### config.mk
export PLATFORM = sky130hd
export DESIGN_NAME = player_move_sequencer_flat
export DESIGN_NICKNAME = d
export VERILOG_FILES = /design/src/rtl/player_move_sequencer_if.sv /design/src/rtl/player_move_sequencer.sv /design/src/flat_wrapper.sv
export SDC_FILE = /design/constraint.sdc
export NUM_CORES = 1
export LEC_CHECK = 0
export BUFFER_PORTS_ARGS = -buffer_cell sky130_fd_sc_hd__buf_2
export CORE_ASPECT_RATIO = 0.7
export CORE_MARGIN = 2
export CORE_UTILIZATION = 50
export DETAILED_ROUTE_END_ITERATION = 12
export PLACE_DENSITY = 0.77
export SYNTH_ARGS = -nofsm -noshare
export SYNTH_HDL_FRONTEND = slang
export SYNTH_SLANG_ARGS = --single-unit
### constraint.sdc
create_clock -name board_clk -period 9.7 [get_ports board_clk]
set_clock_uncertainty 0.05 [all_clocks]
set_input_delay 0.485 -clock board_clk [delete_from_list [all_inputs] [get_ports board_clk]]
set_output_delay 0.485 -clock board_clk [all_outputs]
set_load 0.02 [all_outputs]
### src/rtl/player_move_sequencer_if.sv
// Checker handshake between the move sequencer (master) and the legality/trap checker (slave).
interface player_move_sequencer_if;
    localparam int unsigned COORD_W = 10;

    logic               chk_req;
    logic [COORD_W-1:0] chk_x;
    logic [COORD_W-1:0] chk_y;
    logic               chk_ack;
    logic               chk_ok;
    logic               chk_trap;

    modport master (
        output chk_req, chk_x, chk_y,
        input  chk_ack, chk_ok, chk_trap
    );

    modport slave (
        input  chk_req, chk_x, chk_y,
        output chk_ack, chk_ok, chk_trap
    );
endinterface

### src/rtl/player_move_sequencer.sv
// Per-tick player motion: samples buttons, proposes a clamped target to the checker,
// then commits, discards or freezes on a trap. Owns the committed sprite position.
module player_move_sequencer #(
    parameter int unsigned TICK_DIV    = 2097152,
    parameter int unsigned STEP        = 4,
    parameter int unsigned X_INIT      = 320,
    parameter int unsigned Y_INIT      = 70,
    parameter int unsigned X_MIN       = 60,
    parameter int unsigned X_MAX       = 560,
    parameter int unsigned Y_MIN       = 60,
    parameter int unsigned Y_MAX       = 460,
    parameter int unsigned ACK_TIMEOUT = 64
) (
    input  logic        board_clk,
    input  logic        reset,
    input  logic        enable,
    input  logic        load_init,
    input  logic        btn_u,
    input  logic        btn_d,
    input  logic        btn_l,
    input  logic        btn_r,
    player_move_sequencer_if.master chk,
    output logic [9:0]  pos_x,
    output logic [9:0]  pos_y,
    output logic        moved,
    output logic        trap_hit,
    output logic        chk_err,
    output logic        busy
);
    localparam int unsigned CW  = 10;
    localparam int unsigned AW  = CW + 1;
    localparam int unsigned TCW = (TICK_DIV > 1) ? $clog2(TICK_DIV) : 1;
    localparam int unsigned WW  = $clog2(ACK_TIMEOUT + 1);

    typedef enum logic [1:0] {IDLE, REQ, HOLD} state_e;

    state_e          state_q, state_d;
    logic [TCW-1:0]  tick_cnt_q, tick_cnt_d;
    logic [WW-1:0]   wait_q, wait_d;
    logic [CW-1:0]   pos_x_q, pos_x_d, pos_y_q, pos_y_d;
    logic [CW-1:0]   chk_x_q, chk_x_d, chk_y_q, chk_y_d;
    logic            chk_req_q, chk_req_d;
    logic            moved_q, moved_d;
    logic            trap_hit_q, trap_hit_d;
    logic            chk_err_q, chk_err_d;
    logic            busy_q, busy_d;
    logic            tick_c;
    logic [CW-1:0]   tgt_x_c, tgt_y_c;

    // One-step move on an axis with an 11-bit intermediate; saturates, never wraps below the minimum.
    function automatic logic [CW-1:0] step_axis(input logic [CW-1:0] cur, input logic inc,
                                                input logic dec, input logic [AW-1:0] lo,
                                                input logic [AW-1:0] hi);
        logic [AW-1:0] wide;
        wide = {1'b0, cur};
        if (inc && !dec) begin
            wide = wide + AW'(STEP);
        end else if (dec && !inc) begin
            wide = (wide < lo + AW'(STEP)) ? lo : wide - AW'(STEP);
        end
        if (wide < lo) begin
            wide = lo;
        end else if (wide > hi) begin
            wide = hi;
        end
        return wide[CW-1:0];
    endfunction

    assign tick_c  = enable && !load_init && (tick_cnt_q == TCW'(TICK_DIV - 1));
    assign tgt_x_c = step_axis(pos_x_q, btn_r, btn_l, AW'(X_MIN), AW'(X_MAX));
    assign tgt_y_c = step_axis(pos_y_q, btn_d, btn_u, AW'(Y_MIN), AW'(Y_MAX));

    // State register and all registered outputs.
    always_ff @(posedge board_clk or posedge reset) begin
        if (reset) begin
            state_q    <= IDLE;
            tick_cnt_q <= '0;
            wait_q     <= '0;
            pos_x_q    <= CW'(X_INIT);
            pos_y_q    <= CW'(Y_INIT);
            chk_x_q    <= CW'(X_INIT);
            chk_y_q    <= CW'(Y_INIT);
            chk_req_q  <= 1'b0;
            moved_q    <= 1'b0;
            trap_hit_q <= 1'b0;
            chk_err_q  <= 1'b0;
            busy_q     <= 1'b0;
        end else begin
            state_q    <= state_d;
            tick_cnt_q <= tick_cnt_d;
            wait_q     <= wait_d;
            pos_x_q    <= pos_x_d;
            pos_y_q    <= pos_y_d;
            chk_x_q    <= chk_x_d;
            chk_y_q    <= chk_y_d;
            chk_req_q  <= chk_req_d;
            moved_q    <= moved_d;
            trap_hit_q <= trap_hit_d;
            chk_err_q  <= chk_err_d;
            busy_q     <= busy_d;
        end
    end

    // Next-state logic; load_init overrides everything, ticks outside IDLE are dropped.
    always_comb begin
        state_d    = state_q;
        wait_d     = wait_q;
        pos_x_d    = pos_x_q;
        pos_y_d    = pos_y_q;
        chk_x_d    = chk_x_q;
        chk_y_d    = chk_y_q;
        chk_req_d  = chk_req_q;
        moved_d    = 1'b0;
        trap_hit_d = 1'b0;
        chk_err_d  = 1'b0;

        if (!enable || load_init || tick_c) begin
            tick_cnt_d = '0;
        end else begin
            tick_cnt_d = tick_cnt_q + TCW'(1);
        end

        if (load_init) begin
            state_d   = IDLE;
            wait_d    = '0;
            pos_x_d   = CW'(X_INIT);
            pos_y_d   = CW'(Y_INIT);
            chk_x_d   = CW'(X_INIT);
            chk_y_d   = CW'(Y_INIT);
            chk_req_d = 1'b0;
        end else begin
            case (state_q)
                IDLE: begin
                    if (tick_c && ((tgt_x_c != pos_x_q) || (tgt_y_c != pos_y_q))) begin
                        chk_x_d   = tgt_x_c;
                        chk_y_d   = tgt_y_c;
                        chk_req_d = 1'b1;
                        wait_d    = '0;
                        state_d   = REQ;
                    end
                end
                REQ: begin
                    if (!enable) begin
                        chk_req_d = 1'b0;
                        state_d   = IDLE;
                    end else if (chk.chk_ack) begin
                        chk_req_d = 1'b0;
                        if (chk.chk_trap) begin
                            trap_hit_d = 1'b1;
                            state_d    = HOLD;
                        end else if (chk.chk_ok) begin
                            pos_x_d = chk_x_q;
                            pos_y_d = chk_y_q;
                            moved_d = 1'b1;
                            state_d = IDLE;
                        end else begin
                            state_d = IDLE;
                        end
                    end else if (wait_q == WW'(ACK_TIMEOUT - 1)) begin
                        chk_err_d = 1'b1;
                        chk_req_d = 1'b0;
                        state_d   = IDLE;
                    end else begin
                        wait_d = wait_q + WW'(1);
                    end
                end
                HOLD: begin
                    state_d = HOLD;
                end
                default: begin
                    chk_req_d = 1'b0;
                    state_d   = IDLE;
                end
            endcase
        end

        busy_d = (state_d != IDLE);
    end

    assign chk.chk_req = chk_req_q;
    assign chk.chk_x   = chk_x_q;
    assign chk.chk_y   = chk_y_q;
    assign pos_x       = pos_x_q;
    assign pos_y       = pos_y_q;
    assign moved       = moved_q;
    assign trap_hit    = trap_hit_q;
    assign chk_err     = chk_err_q;
    assign busy        = busy_q;
endmodule

### src/flat_wrapper.sv
// flat-port wrapper written by rule: the top's interface ports become plain ports
module player_move_sequencer_flat 
#(
    parameter int unsigned TICK_DIV    = 2097152,
    parameter int unsigned STEP        = 4,
    parameter int unsigned X_INIT      = 320,
    parameter int unsigned Y_INIT      = 70,
    parameter int unsigned X_MIN       = 60,
    parameter int unsigned X_MAX       = 560,
    parameter int unsigned Y_MIN       = 60,
    parameter int unsigned Y_MAX       = 460,
    parameter int unsigned ACK_TIMEOUT = 64
)
  (board_clk, reset, enable, load_init, btn_u, btn_d, btn_l, btn_r, pos_x, pos_y, moved, trap_hit, chk_err, busy, chk_chk_req, chk_chk_x, chk_chk_y, chk_chk_ack, chk_chk_ok, chk_chk_trap);
  player_move_sequencer_if chk_i ();
  input  logic board_clk;
  input  logic reset;
  input  logic enable;
  input  logic load_init;
  input  logic btn_u;
  input  logic btn_d;
  input  logic btn_l;
  input  logic btn_r;
  output logic [9:0] pos_x;
  output logic [9:0] pos_y;
  output logic moved;
  output logic trap_hit;
  output logic chk_err;
  output logic busy;
  output wire logic [$bits(chk_i.chk_req)-1:0] chk_chk_req;
  output wire logic [$bits(chk_i.chk_x)-1:0] chk_chk_x;
  output wire logic [$bits(chk_i.chk_y)-1:0] chk_chk_y;
  input wire logic [$bits(chk_i.chk_ack)-1:0] chk_chk_ack;
  input wire logic [$bits(chk_i.chk_ok)-1:0] chk_chk_ok;
  input wire logic [$bits(chk_i.chk_trap)-1:0] chk_chk_trap;
  assign chk_chk_req = chk_i.chk_req;
  assign chk_chk_x = chk_i.chk_x;
  assign chk_chk_y = chk_i.chk_y;
  assign chk_i.chk_ack = chk_chk_ack;
  assign chk_i.chk_ok = chk_chk_ok;
  assign chk_i.chk_trap = chk_chk_trap;
  player_move_sequencer #(.TICK_DIV(TICK_DIV), .STEP(STEP), .X_INIT(X_INIT), .Y_INIT(Y_INIT), .X_MIN(X_MIN), .X_MAX(X_MAX), .Y_MIN(Y_MIN), .Y_MAX(Y_MAX), .ACK_TIMEOUT(ACK_TIMEOUT)) u_core (.board_clk(board_clk), .reset(reset), .enable(enable), .load_init(load_init), .btn_u(btn_u), .btn_d(btn_d), .btn_l(btn_l), .btn_r(btn_r), .chk(chk_i), .pos_x(pos_x), .pos_y(pos_y), .moved(moved), .trap_hit(trap_hit), .chk_err(chk_err), .busy(busy));
endmodule
---- After elaboration in Yosys (flattened, before gate mapping) ----
Cells that the tools add are included.
operators by class
  $add $sub $neg .......................... 6
  order comparisons ....................... 6
  equal/unequal tests ..................... 13
  multiplexer cells ....................... 64
  reduce and logical (&&, ||, !) cells .... 29
operators with widths
  kind                                                                                count
  10-bit two-way mux                                                                  22
  11-bit two-way mux                                                                  6
  7-bit two-way mux                                                                   5
  10-bit by 3-bit adder with 11-bit output (second input constant)                    2
  11-bit by 6-bit less-than comparator with 1-bit output (second input constant)      2
  10-bit by 3-bit subtractor with 11-bit output (second input constant)               2
  21-bit by 1-bit adder with 21-bit output (second input constant)                    1
  21-bit equality test (second input constant)                                        1
  1-bit two-way mux                                                                   21
  21-bit two-way mux                                                                  1
  10-bit by 7-bit less-than comparator with 1-bit output (second input constant)      2
  10-bit inequality test                                                              2
  7-bit case mux with 2 select lines                                                  1
  2-bit nonzero test                                                                  7
  2-bit two-way mux                                                                   6
  11-bit by 10-bit greater-than comparator with 1-bit output (second input constant)  1
  11-bit by 9-bit greater-than comparator with 1-bit output (second input constant)   1
  5-bit AND reduction                                                                 2
  3-bit inequality test (second input constant)                                       3
  7-bit by 1-bit adder with 7-bit output (second input constant)                      1
  7-bit by 6-bit equality test with 1-bit output (second input constant)              1
  1-bit logical AND                                                                   7
  1-bit zero test                                                                     6
  2-bit case mux with 3 select lines                                                  1
  11 further kinds                                                                    14
word-level totals
  register bits ........................... 75
  output and inout bits ................... 45

---- Longest topological paths before layout ----
Gate-level depths: netlist (run 1).
  depth in word-level cells ............... 14
  depth in mapped cells ................... 15
  gate-level depth less buffers ........... 12

---- Worst setup path before layout (run 1) ----
No wires, ideal clock.
  kind .................................... input to register
  start ................................... in btn_r
  end ..................................... reg u_core.chk_x_q[0] (netlist: u_core.chk.chk_x[0])
  setup time .............................. 120 ps
  data arrival time ....................... 3646 ps
  data required time ...................... 9530 ps
  slack ................................... 5884 ps
  cell stages on the path ................. 12
  path through ............................ or4b_4 > or3_4 > a311o_1 > a222oi_1 > buf_4 > mux2_1 > a221oi_1 > and4_1 > and4_4 > buf_6 > nor3_1 > a31o_1
between the ends
  cells in the longest elaborated chain, start to end .. 12
  elaborated cells between the ends (all ways) .. 17
ends and longest elaborated chain
  what                                                        line                          source
  start, declared                                             flat_wrapper.sv:23            input logic btn_r;
  1-bit zero test                                             player_move_sequencer.sv:58   end else if (dec && !inc) begin
  1-bit logical AND                                           player_move_sequencer.sv:58
  11-bit two-way mux                                          player_move_sequencer.sv:58
  11-bit two-way mux (*)                                      player_move_sequencer.sv:56   if (inc && !dec) begin
  11-bit by 10-bit greater-than comparator with 1-bit output  player_move_sequencer.sv:63   end else if (wide > hi) begin
  10-bit two-way mux                                          player_move_sequencer.sv:63
  10-bit two-way mux (*)                                      player_move_sequencer.sv:61   if (wide < lo) begin
  10-bit inequality test                                      player_move_sequencer.sv:134  if (tick_c && ((tgt_x_c != pos_x_q) || (tgt_y_c != pos_y_q))) begin
  1-bit logical OR                                            player_move_sequencer.sv:134
  1-bit logical AND                                           player_move_sequencer.sv:134
  2-bit nonzero test (no source line)                         n/a
  2-bit AND reduction (no source line)                        n/a
  end signal, assigned                                        player_move_sequencer.sv:81   chk_x_q <= CW'(X_INIT);
  end signal, assigned                                        player_move_sequencer.sv:94   chk_x_q <= chk_x_d;
  end, declared                                               player_move_sequencer.sv:41   logic [CW-1:0] chk_x_q, chk_x_d, chk_y_q, chk_y_d;
Mark *: on every way between the ends. The rest lies on a longest branch, timed or not. The select of a mux whose other input is x is not followed.
A chain may end at the register's enable or synchronous reset.

---- Worst setup path after layout (run 1) ----
  start ................................... reg u_core.pos_x_q[7] (netlist: u_core.pos_x[7])
  end ..................................... reg u_core.busy_q (netlist: u_core.busy)
between the ends
  cells in the longest elaborated chain, start to end .. 14
  elaborated cells between the ends (all ways) .. 17
ends and longest elaborated chain
  what                                                                                                                            line                          source
  start, declared                                                                                                                 player_move_sequencer.sv:40   logic [CW-1:0] pos_x_q, pos_x_d, pos_y_q, pos_y_d;
  start signal, assigned                                                                                                          player_move_sequencer.sv:79   pos_x_q <= CW'(X_INIT);
  start signal, assigned                                                                                                          player_move_sequencer.sv:92   pos_x_q <= pos_x_d;
  10-bit by 3-bit subtractor with 11-bit output / 10-bit by 7-bit less-than comparator with 1-bit output (equally long branches)  player_move_sequencer.sv:59   wide = (wide < lo + AW'(STEP)) ? lo : wide - AW'(STEP);
  11-bit two-way mux                                                                                                              player_move_sequencer.sv:59
  11-bit two-way mux                                                                                                              player_move_sequencer.sv:58
  11-bit two-way mux                                                                                                              player_move_sequencer.sv:56
  11-bit by 10-bit greater-than comparator with 1-bit output                                                                      player_move_sequencer.sv:63
  10-bit two-way mux                                                                                                              player_move_sequencer.sv:63
  10-bit two-way mux                                                                                                              player_move_sequencer.sv:61
  10-bit inequality test (*)                                                                                                      player_move_sequencer.sv:134
  1-bit logical OR (*)                                                                                                            player_move_sequencer.sv:134
  1-bit logical AND (*)                                                                                                           player_move_sequencer.sv:134
  2-bit two-way mux (*)                                                                                                           player_move_sequencer.sv:134
  2-bit case mux with 3 select lines (*)                                                                                          player_move_sequencer.sv:132  case (state_q)
  2-bit two-way mux (*)                                                                                                           player_move_sequencer.sv:123  if (load_init) begin
  2-bit nonzero test (*)                                                                                                          player_move_sequencer.sv:177  busy_d = (state_d != IDLE);
  net u_core.busy_d                                                                                                               player_move_sequencer.sv:46   logic busy_q, busy_d;
  end signal, assigned                                                                                                            player_move_sequencer.sv:100  busy_q <= busy_d;
  end, declared                                                                                                                   player_move_sequencer.sv:46
The timed path passes the listed nets; every way through them passes the cells marked *.

==> reports/results.txt, run 1 <==
first-pass GRT wire length -> 24300 µm
total congestion overflow -> 0
register area -> 0.00189 mm²
clock share of power -> 48.1%
area occupied by multi-input gates -> 0.00289 mm²
Sum Neg Setup Slack -> 0 ps
Worst Max-Slew Pin Slew -> 1170 ps
Num CTS Buffers -> 9
Peak supply drop -> 0.000116 V
Final period util -> 51.0%
Yosys reg bits -> 75
Clock Latency Late Sink -> 340 ps
leakage dissipation -> 2.37 nW
die area -> 0.0109 mm²
reg2reg setup slack -> 4760 ps
post-placement cell count -> 744
Rows -> 30
Synth Instances -> 594
diodes inserted -> 0
most frequent cells in the layout -> nand2_1, dfrtp_1, buf_2
switching power -> 0.000163 W
CP endpoint kind -> flop
sequential share of power -> 45.7%
Total Power -> 0.000687 W
Slew headroom -> 22.3%
initial core utilization -> 51.6%
CP top delay family -> compound AO/OA/AOI/OAI gates
Max Clock Freq -> 0.202 GHz
Max Root-Sink Buffers -> 2
core area -> 0.00972 mm²
gr usage total -> 28.9%
Die Wd -> 124 µm
CTS Root Cell -> clkbuf_16
die height -> 87.8 µm
unrepaired setup endpoints after global routing -> false
post-route antenna net violation count -> 0
Max Cap Viol -> 0
largest net degree at the start of global routing -> 76
sequential fraction of the synthesis area -> 37.7%
ys async rst share -> 100%
Critical Path RT -> 9860 ps
CP arrival -> 5110 ps
wire per inst -> 19.6 µm
Comb power frac -> 6.2%
Detailed Place HPWL -> 10600 µm
CP max stage delay -> 1020 ps
CP Cell Sequence -> nor4_1, nand2_1, a221o_1, a222oi_1, mux2_1, a221oi_1, and4_1, and4_4, nor2_2, o31a_1
Iter 0 DRT Violations -> 636
vias in the first global route -> 4568
Final Non-Filler Cells -> 759
Post-synth top flop -> dfrtp_1
Clk pin slew, worst setup/hold paths -> 60 ps
TritonCTS clock tree -> built
Period minus WS final -> 4940 ps
vias per std cell -> 6.54
critical path type -> flop to flop
syn nets -> 611
Post-CTS Setup Bufs -> 0
layout cells sized above 1 -> 17.1%
Avg Cell Area, Syn -> 8.44 µm²
Post-synth EDFFs -> 0
cts repair resizes -> 0
Cell Area, Synth -> 0.00502 mm²
CP Max Fanout -> 14
Fin. Hold Viols -> 0
Pwr Density -> 123 mW/mm²
# H-tree levels -> 3
fill count -> 873
post-synth cell types -> 78
Ys Warns -> 0
Vias -> 4966
final wirelength -> 14900 µm
initial antenna violation count -> 0
quantity of hold-fixing buffers added after cts -> 0
Int Power -> 0.000524 W
Slowest-stage cell, CP -> a222oi_1
Initial DRT Pass Iterations -> 6
fin nets -> 644
Util after Layout -> 57.7%
Switching Share -> 23.7%
gpl congestion -> 0.968
Slew Viols, Final -> 0
commonest non-fill, non-tap cell in the layout -> nand2_1
outcome -> finished, final reports clean
I/O pins -> 56
crit start category -> flop
Setup violations, final -> 0
DRC violations left -> 0
Buf+Inv Stages, Crit Path -> 0
CTS sink cnt -> 75
Hold Crit Class -> input port to asynchronous set/reset pin
IO Port Bufs -> 55
Area Overhead vs Synth -> 11.7%
## through the flow
stage,instance area (µm²),hold slack (ps),setup slack (ps)
final,5610,351,4760
after global routing,5610,452,4520
after CTS,5610,420,4830
after detailed placement,5320,431,4800
after global placement,5320,423,4940
after floorplan,5020,398,5880
## cells in the mapped netlist (7+ instances only)
library cell / instances / share of area, %
nand2_1: 78 / 5.8
dfrtp_1: 65 / 32
nor2_1: 52 / 3.9
a21oi_1: 38 / 3.8
clkbuf_1: 29 / 2.2
nand3_1: 22 / 2.2
nor3_1: 21 / 2.1
inv_1: 19 / 1.4
o21ai_0: 19 / 1.9
xor2_1: 15 / 2.6
nand4_1: 14 / 1.7
and3_1: 11 / 1.4
dfstp_2: 10 / 5.2
mux2i_1: 10 / 2.0
xnor2_1: 10 / 1.7
a31oi_1: 8 / 1.0
nor2b_1: 8 / 1.0
nor4_1: 8 / 1.0
a22oi_1: 7 / 1.0
nor3_2: 7 / 1.4
o211ai_1: 7 / 1.0
o221ai_1: 7 / 1.2
or4_1: 7 / 1.0
## worst register-to-register path: cells and delay by family (launching register included)
family | cells | cell delay (ps)
compound gates | 4 | 2150
flops | 1 | 550
mux | 1 | 410
simple gates | 5 | 1660
## metal layers
metal	up-vias	part of all wire, %	routed length (µm)	global-route usage, %
li1	2258	-	-	-
met1	2415	46	6760	43.2
met2	273	43	6400	42.4
met3	20	10	1520	6.97
met4	0	1.2	174	6.71
met5	-	0	0	0
## final timing paths
check	start	to	cells after the start
setup / recovery	u_core.pos_x[7]	u_core.busy	10
max in group asynchronous	reset	u_core.pos_y[0]	3
hold / removal	reset	u_core.tick_cnt_q[13]	3
min in group board_clk	u_core.tick_cnt_q[0]	u_core.tick_cnt_q[0]	1
setup reg to reg	u_core.pos_x[7]	u_core.busy	10
hold reg to reg	u_core.tick_cnt_q[0]	u_core.tick_cnt_q[0]	1
## flip-flops by register name (all words and copies together), names as in the netlist
register,flops
u_core.chk.chk_y,10
u_core.busy,1
u_core.trap_hit,1
u_core.moved,1
u_core.tick_cnt_q,21
u_core.wait_q,7
u_core.chk_err,1
u_core.chk.chk_req,1
u_core.pos_x,10
u_core.state_q,2
u_core.pos_y,10
u_core.chk.chk_x,10
## power by group through the flow
stage / clock network (W) / logic [W] / registers, W
after detailed placement: 0 / 0.0000416 / 0.000319
after global routing: 0.000351 / 0.0000476 / 0.000314
after CTS: 0.000335 / 0.0000420 / 0.000314
final: 0.000330 / 0.0000425 / 0.000314
after global placement: 0 / 0.0000412 / 0.000319
after floorplan: 0 / 0.0000307 / 0.000319
## cells by family after synthesis
family / synth area share (%)
AND/OR/NAND/NOR: 28.2
multiplexers: 2.44
AO/OA/AOI/OAI: 21.1
flip-flops: 37.7
buffers and inverters: 4.76
adder cells (fa/ha/maj): 1.50
XOR/XNOR: 4.37
## cell type report
cell class | count | area share [%]
flip-flops and latches | 75 | 33.7
well taps | 128 | 2.86
clock inverters | 6 | 1.16
inverters | 20 | 1.34
repair buffers | 58 | 5.31
clock buffers | 9 | 4.02
multi-input cells | 463 | 51.6
No activity file was read; power rests on OpenSTA's default activity.
==> run 2: changes to the inputs <==
--- a/config.mk
+++ b/config.mk
@@ -5,12 +5,13 @@
 export SDC_FILE = /design/constraint.sdc
 export NUM_CORES = 1
 export LEC_CHECK = 0
+export ABC_AREA = 1
 export BUFFER_PORTS_ARGS = -buffer_cell sky130_fd_sc_hd__buf_2
 export CORE_ASPECT_RATIO = 0.7
 export CORE_MARGIN = 2
 export CORE_UTILIZATION = 50
 export DETAILED_ROUTE_END_ITERATION = 12
-export PLACE_DENSITY = 0.77
+export PLACE_DENSITY = 0.8
 export SYNTH_ARGS = -nofsm -noshare
 export SYNTH_HDL_FRONTEND = slang
 export SYNTH_SLANG_ARGS = --single-unit
==> constraint.sdc (replaced) <==
create_clock -name board_clk -period 4.4 [get_ports board_clk]
set_clock_uncertainty 0.05 [all_clocks]
set_input_delay 0.22 -clock board_clk [delete_from_list [all_inputs] [get_ports board_clk]]
set_output_delay 0.22 -clock board_clk [all_outputs]
set_load 0.02 [all_outputs]
==> reports/results.txt, run 2 <==
Num CTS Buffers -> 9
Max Cap Viol -> 0
hold wc startpoint -> chk_chk_ack
Die Wd -> 124 µm
Max Clock Freq -> 0.285 GHz
sequential fraction of the synthesis area -> 37.7%
Post-synth top flop -> dfrtp_1
critical path type -> flop to flop
Worst Max-Slew Pin Slew -> 960 ps
total congestion overflow -> 0
first-pass GRT wire length -> 20800 µm
CP endpoint kind -> flop
area occupied by multi-input gates -> 0.00263 mm²
Final period util -> 79.9%
largest net degree at the start of global routing -> 49
Ys Warns -> 0
Setup WS post-layout -> 885 ps
WHS Endpoint -> u_core.chk_err
Sum Neg Setup Slack -> 0 ps
post-synth cell types -> 38
# H-tree levels -> 3
Max Root-Sink Buffers -> 2
Peak supply drop -> 0.000209 V
fill count -> 883
die height -> 87.7 µm
outcome -> finished, final reports clean
Synth top cells by count -> nand2_1, nor2_1, nand3_1
largest family of logic cells by synthesized area -> simple AND/OR/NAND/NOR gates
Rows -> 30
die area -> 0.0108 mm²
Iter 0 DRT Violations -> 489
syn nets -> 756
Worst Hold Path Cells -> 2
Vias -> 4932
register area -> 0.00189 mm²
CTS sink cnt -> 75
Fin. Hold Viols -> 0
reg2reg setup slack -> 890 ps
initial antenna violation count -> 0
Synth Area in Simple Gates -> 42.7%
Slew Viols, Final -> 0
adder-cell area share of the yosys netlist -> 1.50%
IO Port Bufs -> 55
Post-CTS Setup Bufs -> 0
Compound-Gate Fraction of Synth Area -> 6.53%
unrepaired setup endpoints after global routing -> false
Detailed Place HPWL -> 9250 µm
post-synthesis mux area share -> 0%
top-area cell type share of the netlist area -> 32.5%
crit start category -> flop
quantity of hold-fixing buffers added after cts -> 0
TritonCTS clock tree -> built
I/O pins -> 56
core area -> 0.00972 mm²
most frequent cells in the layout -> nand2_1, nor2_1, nand3_1
Clock Latency Late Sink -> 340 ps
ys async rst share -> 100%
Slew headroom -> 35.9%
Avg Cell Area, Syn -> 6.77 µm²
Critical Path RT -> 4620 ps
Synth area leaders -> dfrtp_1, nand2_1, nand3_1
post-synthesis xor/xnor area fraction -> 1.93%
Total Power -> 0.00154 W
wire per inst -> 13.6 µm
vias in the first global route -> 4290
Reg2Reg Depth -> 21
initial core utilization -> 51.5%
RR Startpoint -> u_core.pos_x[3]
CTS Root Cell -> clkbuf_16
cts repair resizes -> 0
Initial DRT Pass Iterations -> 5
layout cells sized above 1 -> 16.5%
leakage dissipation -> 2.89 nW
gpl congestion -> 1.00
fin nets -> 807
Yosys top cell by area -> dfrtp_1
vias per std cell -> 5.35
Clk pin slew, worst setup/hold paths -> 60 ps
Biggest register -> u_core.tick_cnt_q
CP arrival -> 3730 ps
most frequent cell after synthesis -> nand2_1
Synth Instances -> 739
Area Overhead vs Synth -> 12.4%
max FFs per register -> 21
Setup violations, final -> 0
gr usage total -> 24.2%
Yosys reg bits -> 75
crit path from -> u_core.pos_x[3]
CP Max Fanout -> 22
DRC violations left -> 0
diodes inserted -> 0
Critical R2R Capture -> u_core.chk.chk_y[6]
commonest non-fill, non-tap cell in the layout -> nand2_1
DP Worst Slack -> 957 ps
Period minus WS final -> 3510 ps
final wirelength -> 12500 µm
Post-synth EDFFs -> 0
Cell Area, Synth -> 0.00500 mm²
Hold Crit Class -> input port to flop
Pwr Density -> 273 mW/mm²
post-route antenna net violation count -> 0
## run 2: worst max-delay path, stage by stage, from the launching register on
cell and delay (ps):
dfrtp_1 470, inv_1 160, ha_1 200, inv_1 50, nor2_1 200, nand4_1 140
nand3_1 150, nand2_4 90, nor3_1 220, nand3_1 100, nand2_1 300, nand3_1 200
nand2_1 100, nand2_1 50, nor2_1 80, nand2_1 70, nor2_2 150, nand2_4 110
nand3_4 220, nand2_1 180, nand2_1 110, nand2_1 50
## run 2: worst max path at each step
stage          cells after the start             endpoint  slack [ps]
5_1_grt                           15  u_core.chk.chk_x[9]         560
3_3_place_gp                      23  u_core.chk.chk_x[6]        1070
3_5_place_dp                      21  u_core.chk.chk_y[6]         960
2_1_floorplan                     26     u_core.wait_q[0]        1570
6_report                          21  u_core.chk.chk_y[6]         890
4_1_cts                           21  u_core.chk.chk_y[6]         940
## run 2: metal layers
metal / vias up / share of wire [%] / track usage (%)
li1: 2462 / - / -
met1: 2233 / 48 / 36.8
met2: 222 / 41 / 34.3
met3: 15 / 9.8 / 6.71
met4: 0 / 0.73 / 5.27
met5: - / 0 / 0
## run 2: metrics by stage
stage | std cells | hold WS, ps | util [%] | instance area (µm²)
3_5_place_dp | 907 | 367 | 55.0 | 5340
6_report | 922 | 12.3 | 57.9 | 5620
3_3_place_gp | 907 | 363 | 55.0 | 5340
2_1_floorplan | 739 | 242 | - | 5000
4_1_cts | 922 | 6.55 | 57.9 | 5620
5_1_grt | 922 | 8.89 | 57.9 | 5620
## run 2: area by class of cell
cell class                 count  share of cell area [%]
clock buffer                  12                    4.56
sequential                    75                    33.6
clock inverter                 3                   0.423
inverter                      99                    6.61
timing repair buffer          57                    5.16
tap                          128                    2.85
multi-input combinational    548                    46.8
## run 2: cells by family (layout without fill, tap and decap cells)
logic type,Yosys count,after routing
buffers and inverters,116,171
adder cells (fa/ha/maj),6,6
AND/OR/NAND/NOR,473,473
AO/OA/AOI/OAI,58,58
flip-flops,75,75
XOR/XNOR,11,11
## run 2: power by group
group	leakage [nW]	internal (W)	switching, W	total [W]
clock	0.131	0.000411	0.000281	0.000692
sequential	1.01	0.000699	0.00000589	0.000705
combinational	1.74	0.0000375	0.000100	0.000138
==> run 3: changes to the inputs <==
==> constraint.sdc (replaced) <==
create_clock -name board_clk -period 3.2 [get_ports board_clk]
set_clock_uncertainty 0.05 [all_clocks]
set_input_delay 0.16 -clock board_clk [delete_from_list [all_inputs] [get_ports board_clk]]
set_output_delay 0.16 -clock board_clk [all_outputs]
set_load 0.02 [all_outputs]
==> reports/results.txt, run 3 (synthesis results as in run 2) <==
fin nets -> 861
vias in the first global route -> 4466
unrepaired setup endpoints after global routing -> true
Period minus WS final -> 3120 ps
crit start category -> flop
Biggest register -> u_core.tick_cnt_q
RR Startpoint -> u_core.pos_y[2]
leakage dissipation -> 3.20 nW
vias per std cell -> 5.45
I/O pins -> 56
CP dominant cell by count -> nand2_1
core area -> 0.00972 mm²
Max Clock Freq -> 0.320 GHz
Iter 0 DRT Violations -> 525
gr usage total -> 26.0%
initial core utilization -> 51.5%
# H-tree levels -> 3
CP Cell Sequence -> ha_4, nand4_1, nor2_2, nand2_1, nand3_2, nand2_2, nand2_1, nor2_2, a21oi_2, buf_6, nand2_1, nand2_1, nand2_1, inv_1, nand2_1, nor2_1, nand2_1, nor2_2, nand2_4, nand3_4, buf_6, nand3_1, inv_2
gpl congestion -> 0.990
post-placement cell count -> 932
Detailed Place HPWL -> 9740 µm
initial antenna violation count -> 0
Final Non-Filler Cells -> 977
critical path depth -> 23
Area Overhead vs Synth -> 26.2%
CP Max Fanout -> 8
reg2reg setup slack -> 80 ps
CTS sink cnt -> 75
total congestion overflow -> 0
Worst Max-Slew Pin Slew -> 830 ps
Critical Path Sink -> u_core.chk.chk_y[9]
Buf+Inv Stages, Crit Path -> 4
Hold Crit Class -> input port to flop
TritonCTS clock tree -> built
largest net degree at the start of global routing -> 61
CTS Root Cell -> clkbuf_16
Slew headroom -> 44.4%
DRC violations left -> 0
first-pass GRT wire length -> 22000 µm
Fin. Hold Viols -> 0
most frequent cells in the layout -> nand2_1, nor2_1, inv_1, nand3_1, dfrtp_1
CP arrival -> 3350 ps
Rows -> 30
fill count -> 842
Vias -> 5320
wire per inst -> 14.5 µm
Slowest-stage cell, CP -> dfstp_2
Clock Latency Late Sink -> 340 ps
CP top delay family -> simple AND/OR/NAND/NOR gates
Pwr Density -> 350 mW/mm²
Critical Path RT -> 3430 ps
outcome -> finished, final reports clean
final wirelength -> 14100 µm
die area -> 0.0108 mm²
die height -> 87.7 µm
Clk pin slew, worst setup/hold paths -> 60 ps
CP endpoint kind -> flop
IO Port Bufs -> 55
Reg2Reg Depth -> 23
Final period util -> 97.5%
crit path from -> u_core.pos_y[2]
Initial DRT Pass Iterations -> 5
Die Wd -> 124 µm
Peak supply drop -> 0.000315 V
Setup WS post-layout -> 79.2 ps
DP Worst Slack -> -20.7 ps
Critical R2R Capture -> u_core.chk.chk_y[9]
critical path type -> flop to flop
register area -> 0.00190 mm²
commonest non-fill, non-tap cell in the layout -> nand2_1
area occupied by multi-input gates -> 0.00288 mm²
CP max stage delay -> 600 ps
diodes inserted -> 0
layout cells sized above 1 -> 28.2%
Max Cap Viol -> 0
max FFs per register -> 21
Max Root-Sink Buffers -> 2
Setup violations, final -> 0
post-route antenna net violation count -> 0
Slew Viols, Final -> 0
Num CTS Buffers -> 9
[run 3: repair_timing]
item	in CTS	in global routing
resized for setup	3	72
endpoints found under the hold margin	15	0
hold buffers	2	0
setup endpoints to repair	13	30
buffers inserted	1	24
pin swaps	1	32
gates cloned	0	2
[run 3: power breakdown]
part           total (W)  internal [W]  switching (W)  leakage, nW
Sequential      0.000970      0.000961     0.00000906         1.00
Clock            0.00102      0.000627       0.000393        0.146
Combinational   0.000217     0.0000661       0.000151         2.05
[run 3: tightest hold or removal path: stages]
cell and delay [ps]:
buf_2 100, inv_1 60, nor4_1 70
[run 3: final cells by class]
class	instances	share of cell area [%]
sequential	75	30.0
multi-input combinational	550	45.7
tap	128	2.54
clock buffer	11	3.84
timing repair buffer	109	11.1
inverter	99	5.89
clock inverter	5	0.951
[run 3: how the worst min path moves through the flow]
stage	from	end	slack, ps	depth (start not counted)
2_1_floorplan	chk_chk_ack	u_core.chk_err	180	1
3_3_place_gp	reset	u_core.chk_err	100	2
3_5_place_dp	reset	u_core.trap_hit	90	2
4_1_cts	chk_chk_trap	u_core.trap_hit	40	3
5_1_grt	chk_chk_trap	u_core.trap_hit	40	3
6_report	chk_chk_trap	u_core.trap_hit	40	3
[run 3: metal layers]
| metal | GRT usage [%] | wire length (µm) | up-vias |
|---|---|---|---|
| li1 | - | - | 2579 |
| met1 | 38.7 | 6500 | 2445 |
| met2 | 37.3 | 6130 | 264 |
| met3 | 6.58 | 1270 | 32 |
| met4 | 7.44 | 249 | 0 |
| met5 | 0 | 0 | - |
[run 3: stage by stage]
stage               utilization, %  TNS, ps  hold WS (ps)  area [µm²]  power, W
finish                        64.9        0          44.1        6310   0.00221
global route                  64.9    -3330          43.3        6310   0.00230
floorplan                        -        0           182        5000   0.00113
global placement              56.9        0          95.2        5530   0.00118
CTS                           60.3        0          37.4        5870   0.00221
detailed placement            56.9    -46.1          93.4        5530   0.00118
